$ cat config.mk
export PLATFORM = sky130hd
export DESIGN_NAME = register_file
export DESIGN_NICKNAME = d
export VERILOG_FILES = /design/src/rtl/register_file_pkg.sv /design/src/rtl/register_file_read_port.sv /design/src/rtl/register_file.sv
export SDC_FILE = /design/constraint.sdc
export NUM_CORES = 2
export LEC_CHECK = 0
export ABC_AREA = 1
export CAP_MARGIN = 5
export CELL_PAD_IN_SITES_DETAIL_PLACEMENT = 0
export CELL_PAD_IN_SITES_GLOBAL_PLACEMENT = 1
export CORE_ASPECT_RATIO = 0.75
export CORE_MARGIN = 4
export CORE_UTILIZATION = 45
export CTS_CLUSTER_DIAMETER = 50
export DETAILED_ROUTE_END_ITERATION = 7
export DONT_BUFFER_PORTS = 1
export PLACE_DENSITY_LB_ADDON = 0.3
export SYNTH_ARGS = -nofsm -noshare
export SYNTH_HDL_FRONTEND = slang
export SYNTH_SLANG_ARGS = --single-unit
$ cat constraint.sdc
create_clock -name clk_in -period 2.4 [get_ports clk_in]
set_input_delay 0.48 -clock clk_in [delete_from_list [all_inputs] [get_ports clk_in]]
set_output_delay 0.48 -clock clk_in [all_outputs]
set_load 0.02 [all_outputs]
$ cat src/rtl/register_file_pkg.sv
// Shared constants for the architectural register file and its read ports.
// Optional feature macro: RF_COMMIT_BYPASS_EN (commit-to-query forwarding).
package register_file_pkg;

  localparam int XLEN         = 32;
  localparam int ROB_ID_W     = 5;
  localparam int REG_ID_W     = 5;
  localparam int NUM_REGS     = 32;
  localparam int NUM_RD_PORTS = 2;

  // ROB id 0 is reserved to mean "value is architectural, no pending writer".
  localparam logic [ROB_ID_W-1:0] NO_DEP = '0;

  // x0 is hard-wired to zero; every other register holds real state.
  function automatic logic is_arch_reg(input logic [REG_ID_W-1:0] r);
    return r != '0;
  endfunction

endpackage

$ cat src/rtl/register_file_read_port.sv
// One dependency-query port: masks x0 and, when RF_COMMIT_BYPASS_EN is
// defined, forwards a same-cycle commit that resolves the queried tag.
module rf_read_port
  import register_file_pkg::*;
#(
  parameter int XLEN     = register_file_pkg::XLEN,
  parameter int ROB_ID_W = register_file_pkg::ROB_ID_W
) (
  input  logic [REG_ID_W-1:0] ask_rd,
  input  logic [ROB_ID_W-1:0] tag_rd,
  input  logic [XLEN-1:0]     value_rd,
`ifdef RF_COMMIT_BYPASS_EN
  input  logic                commit_ready,
  input  logic [ROB_ID_W-1:0] commit_rob_id,
  input  logic [REG_ID_W-1:0] commit_register_id,
  input  logic [XLEN-1:0]     commit_value,
`endif
  output logic [ROB_ID_W-1:0] dep_rd,
  output logic [XLEN-1:0]     dep_value
);

  // Read the selected entry; x0 always reads as architectural zero.
  always_comb begin
    dep_rd    = ROB_ID_W'(NO_DEP);
    dep_value = '0;
    if (is_arch_reg(ask_rd)) begin
      dep_rd    = tag_rd;
      dep_value = value_rd;
`ifdef RF_COMMIT_BYPASS_EN
      // The writer we depend on retires this cycle: hand its value straight
      // to the decoder instead of waiting for the register write.
      if (commit_ready && (commit_register_id == ask_rd) &&
          (tag_rd == commit_rob_id)) begin
        dep_rd    = ROB_ID_W'(NO_DEP);
        dep_value = commit_value;
      end
`endif
    end
  end

endmodule

$ cat src/rtl/register_file.sv
// Architectural register file with per-register rename tags.
// Stores 32 values plus the ROB id of each register's youngest in-flight
// writer; answers two combinational dependency queries per cycle.
// Optional feature macro: RF_COMMIT_BYPASS_EN (commit-to-query forwarding).
module register_file
  import register_file_pkg::*;
#(
  parameter int XLEN     = register_file_pkg::XLEN,
  parameter int ROB_ID_W = register_file_pkg::ROB_ID_W
) (
  input  logic                clk_in,
  input  logic                rst_in,
  input  logic                rdy_in,
  input  logic                _clear,
  input  logic                _rf_launch_ready,
  input  logic [ROB_ID_W-1:0] _rf_launch_rob_id,
  input  logic [REG_ID_W-1:0] _rf_launch_register_id,
  input  logic                _rf_commit_ready,
  input  logic [ROB_ID_W-1:0] _rf_commit_rob_id,
  input  logic [REG_ID_W-1:0] _rf_commit_register_id,
  input  logic [XLEN-1:0]     _rf_commit_value,
  input  logic [REG_ID_W-1:0] _ask_rd_1,
  input  logic [REG_ID_W-1:0] _ask_rd_2,
  output logic [ROB_ID_W-1:0] _dep_rd_1,
  output logic [ROB_ID_W-1:0] _dep_rd_2,
  output logic [XLEN-1:0]     _dep_value_1,
  output logic [XLEN-1:0]     _dep_value_2
);

  logic [NUM_REGS-1:0][XLEN-1:0]     value_q;
  logic [NUM_REGS-1:0][ROB_ID_W-1:0] tag_q;

  // Register state update. Entry 0 is never written so x0 stays 0/0.
  // Tag priority: clear > launch > commit-clear (a younger launch to the
  // same register must survive the older writer's retirement).
  always_ff @(posedge clk_in) begin
    if (rst_in) begin
      value_q <= '0;
      tag_q   <= '0;
    end else if (rdy_in) begin
      for (int r = 1; r < NUM_REGS; r++) begin
        if (_rf_commit_ready && (_rf_commit_register_id == REG_ID_W'(r)))
          value_q[r] <= _rf_commit_value;
        if (_clear)
          tag_q[r] <= ROB_ID_W'(NO_DEP);
        else if (_rf_launch_ready && (_rf_launch_register_id == REG_ID_W'(r)))
          tag_q[r] <= _rf_launch_rob_id;
        else if (_rf_commit_ready && (_rf_commit_register_id == REG_ID_W'(r)) &&
                 (tag_q[r] == _rf_commit_rob_id))
          tag_q[r] <= ROB_ID_W'(NO_DEP);
      end
    end
  end

  logic [NUM_RD_PORTS-1:0][REG_ID_W-1:0] ask;
  logic [NUM_RD_PORTS-1:0][ROB_ID_W-1:0] dep_rd;
  logic [NUM_RD_PORTS-1:0][XLEN-1:0]     dep_value;

  assign ask = {_ask_rd_2, _ask_rd_1};

  for (genvar p = 0; p < NUM_RD_PORTS; p++) begin : g_rd
    rf_read_port #(
      .XLEN     (XLEN),
      .ROB_ID_W (ROB_ID_W)
    ) u_rd (
      .ask_rd             (ask[p]),
      .tag_rd             (tag_q[ask[p]]),
      .value_rd           (value_q[ask[p]]),
`ifdef RF_COMMIT_BYPASS_EN
      .commit_ready       (_rf_commit_ready),
      .commit_rob_id      (_rf_commit_rob_id),
      .commit_register_id (_rf_commit_register_id),
      .commit_value       (_rf_commit_value),
`endif
      .dep_rd             (dep_rd[p]),
      .dep_value          (dep_value[p])
    );
  end

  assign _dep_rd_1    = dep_rd[0];
  assign _dep_rd_2    = dep_rd[1];
  assign _dep_value_1 = dep_value[0];
  assign _dep_value_2 = dep_value[1];

endmodule

# Word-level counts from Yosys, hierarchy flattened
# Cells that the tools add are included.
# totals
regBits,1147
output_inout_bits,74
word_cells,450
# classes
n_lt_le_gt_ge,2
eq_ne,93
muxes,105
n_reduce_logical,188
# op_table
operator,n
5-bit 2-to-1 mux,97
32-bit binary-select mux with 5-bit select,2
5-bit equality test (second input constant),32
5-bit equality test,31
32-bit 2-to-1 mux,4
2-bit AND reduction,62
1-bit logical AND,93
3-bit nonzero test,31
5-bit by 4-bit equality test with 1-bit output (second input constant),16
5-bit binary-select mux with 5-bit select,2
5-bit by 3-bit equality test with 1-bit output (second input constant),8
5-bit by 2-bit equality test with 1-bit output (second input constant),4
5-bit by 6-bit less-than comparator with 1-bit output (second input constant),2
5-bit by 1-bit equality test with 1-bit output (second input constant),2
5-bit nonzero test,2

# Logic depth before layout (Yosys ltp)
# logic_depth
word_depth,6
mapped_depth,13

# Cells and area by module
# From an unflattened synthesis, not the netlist that was laid out.
# hier_totals
hier_cells,11142
hier_area_um2,67501.0
# modules_own_cells
mod,instances,cells_each,area_each_um2
register_file,1,10980,66785.3
rf_read_port,2,81,357.8

# Worst setup path after synthesis
# Ideal clock, no wire load.
# synth_path
kind,input -> output
startpoint,input _ask_rd_1[1]
endpoint,output _dep_value_1[19]
t_arrival_ns,1.588
t_required_ns,1.920
slack_ns,0.332
path_stages,9
path_buffers,3
path_cell_list,buf_2 buf_2 buf_1 o211ai_1 nand3_1 nand3_1 nand2_1 nand2_1 nand2_1
# synth_via
elab_chain_cells,3
elab_cells_between_ends,4
# synth_lines
item,line,source
from (decl),register_file.sv:22,"input logic [REG_ID_W-1:0] _ask_rd_1,"
32-bit binary-select mux with 5-bit select,register_file.sv:68,".value_rd (value_q[ask[p]]),"
32-bit 2-to-1 mux (implied by the code),register_file.sv:68,
32-bit 2-to-1 mux (*),register_file_read_port.sv:26,if (is_arch_reg(ask_rd)) begin
to (decl),register_file.sv:26,"output logic [XLEN-1:0] _dep_value_1,"
# Every way passes the cells marked *; elsewhere a longest branch is shown, timed or not. The select of a mux whose other input is x is not followed.

# Worst setup path after layout
# layout_path
startpoint,input _ask_rd_2[0]
endpoint,output _dep_value_2[20]
# layout_via
elab_chain_cells,3
elab_cells_between_ends,4
# layout_lines
item,line,source
from (decl),register_file.sv:23,"input logic [REG_ID_W-1:0] _ask_rd_2,"
32-bit binary-select mux with 5-bit select,register_file.sv:68,
32-bit 2-to-1 mux (implied by the code),register_file.sv:68,
32-bit 2-to-1 mux (*),register_file_read_port.sv:26,
to (decl),register_file.sv:27,output logic [XLEN-1:0] _dep_value_2
# Marks and branches as above.

==> results.md <==
- Status: finished, violations left
- Failing checks: DRC, slew limit, setup timing
- Max incr delay on CP: about 2.2 ns
- DIE HEIGHT: between 300 and 400 um
- Num CTS Buffers: about 140
- Die area: 151,000 um2
- HP Class: input pin to register
- Hold path startpoint: _clear
- Vias per cell: between 6 and 7
- Final Max Slew Viols: about 1,100
- DPL Wire Length: around 170,000 um
- Initial DRC count: 11,700
- Finished Core Util: 55.3%
- Synth warn: 0
- Placement Setup Slack: -0.330 ns
- Final setup viols: 74
- Worst path slowest cell: o21ai_0
- WL final: roughly 320,000 um
- Starting density of the core: around 45%
- GP Congestion: between 0.9 and 1
- Static Leak: between 0.02 and 0.03 uW
- Total Routing Usage GR: between 30% and 40%
- Final Cell Area: approximately 79,000 um2
- Post-Syn Nets: a little over 10,000
- Fin crit period: approximately 7.4 ns
- Peak Freq: ~0.14 GHz
- Worst slew pin tran: about 7.3 ns
- Reg2reg start: tag_q[52]
- Htree depth: 4
- Arrival @ worst endpoint: 6.90 ns
- R2R Path End: tag_q[54]
- Hold Fails Final Rpt: 0
- Cells after Synth: between 10,000 and 15,000
- Clock Skew: 0.0222 ns
- I/O Buffers: 0
- Vias in the first global route: ~63,000
- Worst-skew pair later-pin latency: 0.79 ns
- Initial antenna violation count: 13
- CTS Buffer Depth: 3
- Sequential element share of the synthesized area: a little over a third
- First-pass iteration count of the detailed router: 8
- R2R setup slack: about 0.050 ns
- RSZ-0062 raised after global routing: yes
- FF+latch count, synth: approximately 1,100
- Hold Crit Endpoint: tag_q[69]
- ANT nets after route: 0
- GR Overflow Total: 0
- DR WL/cell: around 26 um
- Core area: ~140,000 um2
- Area delta synth->final: 21.5%
- Share of cells above drive strength 1: 15.3%
- Std cell rows: 120
- Mapped cell area: ~65,000 um2
- VDD IR max: about 0.73 mV
- Buffer and inverter count on the worst path: 0
- Largest net degree at the start of global routing: roughly 870
- Die Wd: ~450 um
- Slew margin rel.: -387%
- Pwr dens: 646 nW/um2
- Data required, critical path: 1.92 ns
- Startpoint types: input pin
- Final nets: approximately 10,000
- Critical-path maximum fanout: between 800 and 900
- Final hold slack: roughly 0.042 ns
- Final Power: just over 50,000 uW
- Worst path top cell family by delay: compound AO/OA/AOI/OAI gates
- Max Cap Viol: 0
- Clk slew on worst S/H paths: roughly 0.05 ns
- Syn_area_per_cell: between 6 and 7 um2
- Clk sinks: 1,147
- Cell Chain, Critical Path: o21ai_0 -> nand3_1 -> nand3_2 -> nand2_1 -> nand2_2 -> nand2_4
- Worst Setup Slack, final: -4.98 ns
- I/O pin count: around 140
- FILL cells: 13,700
- First-pass GRT wire length: between 400,000 and 500,000 um
- Post-Place Cell Area: between 60,000 and 70,000 um2
- CTS tree: done
- CP Class: input pin to primary output
- DRC: 14
- Hold path cells: 4
- CP Capture Type: primary output
- Final period util: 307%
- Root buffer cell: clkbuf_16
- DR vias: between 70,000 and 80,000
- Yosys cell types: 27
- Reg2reg path depth: 11
[report_power, final]
| group | total, uW | internal, uW | switching [uW] |
|---|---|---|---|
| Clock | 23400 | 14000 | 9360 |
| Sequential | 19600 | 19300 | 236 |
| Combinational | 8180 | 3120 | 5060 |
| Total | 51100 | 36400 | 14700 |
[placed cells by master, fill, tap and decap left out, types with 13 or more instances in the layout]
master and n:
clkbuf_8 31, o21ai_0 1439, dfxtp_2 103, xnor2_1 85, a21oi_1 1379, dlygate4sd3_1 72, clkbuf_1 22, nand2_4 61
nand2_1 1057, buf_12 197, buf_4 193, buf_8 23, nor2_2 15, xor2_1 33, dfxtp_1 1044, o21ai_1 395
inv_2 110, bufinv_16 14, inv_6 13, nor2_1 1142, buf_6 41, nand3_1 946, inv_1 696, nand2_2 163
o21ai_2 27, clkbuf_16 187, nand3_2 115, buf_16 20, nand3_4 23, a21oi_2 164, o211ai_1 243, clkinv_2 18
[tightest hold or removal path, delay by kind of cell]
| kind | cells | cell delay, ns |
|---|---|---|
| simple gates | 3 | 0.24 |
| compound gates | 1 | 0.08 |
[worst max path at each step]
stage	slack, ns	startpoint	endpoint	depth (start not counted)
4_1_cts	-0.17	value_q[310]	_dep_value_2[22]	10
3_3_place_gp	-0.42	_ask_rd_1[0]	_dep_value_1[4]	11
6_report	-4.98	_ask_rd_2[0]	_dep_value_2[20]	6
5_1_grt	-0.77	_ask_rd_2[1]	_dep_value_2[22]	9
3_5_place_dp	-0.33	_ask_rd_1[0]	_dep_value_1[15]	11
2_1_floorplan	0.33	_ask_rd_1[1]	_dep_value_1[19]	9
[flip-flops by register name (all words and copies together), names as in the netlist]
name / flops
tag_q: 155
value_q: 992
[per-stage QoR]
step | cells | setup TNS, ns
global route | 12000 | -33.25
detailed placement | 11500 | -9.66
global placement | 11500 | -10.35
floorplan | 10200 | 0
CTS | 11900 | -6.47
finish | 12000 | -158.26
[cell usage after synthesis]
cell type  number  area (um2)
o21ai_0      1829        9150
a21oi_1      1544        7730
nand2_1      1242        4660
dfxtp_1      1147       23000
nor2_1       1143        4290
nand3_1      1065        5330
inv_1         790        2970
clkbuf_1      559        2100
buf_2         322        1610
o211ai_1      243        1820
xnor2_1        88         771
nand2_2        39         244
buf_4          38         285
buf_1          35         131
xor2_1         33         289
o21ai_1        32         160
inv_2          22        82.6
nand3_2        19         190
buf_6          16         180
nor2_2         15        93.8
nand4_1         5        31.3
clkinv_1        4        15.0
nor2_4          2        22.5
nor3_2          2        20.0
inv_4           1        6.26
nor3_1          1        5.00
nor4_1          1        6.26
[kinds of logic (layout without fill, tap and decap cells)]
group	Yosys count	in the layout	synth area share, %
xor+xnor	121	121	1.63
flops	1147	1147	35.2
compound gates	3648	3648	29.0
other cells	0	8	0
buf+inv	1787	1660	11.3
simple gates	3534	3534	22.9
[what timing repair did]
| action | in CTS | in global routing |
|---|---|---|
| cloned | 8 | 57 |
| gates resized for setup | 720 | 580 |
| setup buffers | 27 | 38 |
| hold buffers | 92 | 0 |
| pin swaps | 278 | 277 |
| setup endpoints to repair | 74 | 92 |
| endpoints found under the hold margin | 1100 | 0 |
[area by class of cell]
class                   count  area, um2  area share [%]
diodes                      8       20.0          0.0253
clock buffers             204       4290            5.42
clock inverters            57        726           0.917
inverters                 817       3180            4.02
multi-input cells        7303      37100            46.9
flip-flops and latches   1147      23100            29.2
well taps                1891       2370            2.99
repair buffers            582       8370            10.6
[layer usage]
layer	global-route usage, %	part of all wire [%]
met1	53.1	41
met5	0	0.0085
met2	53.3	40
met4	15.3	4.7
met3	10.8	14
Note: power is estimated with default switching activity, not from simulation.
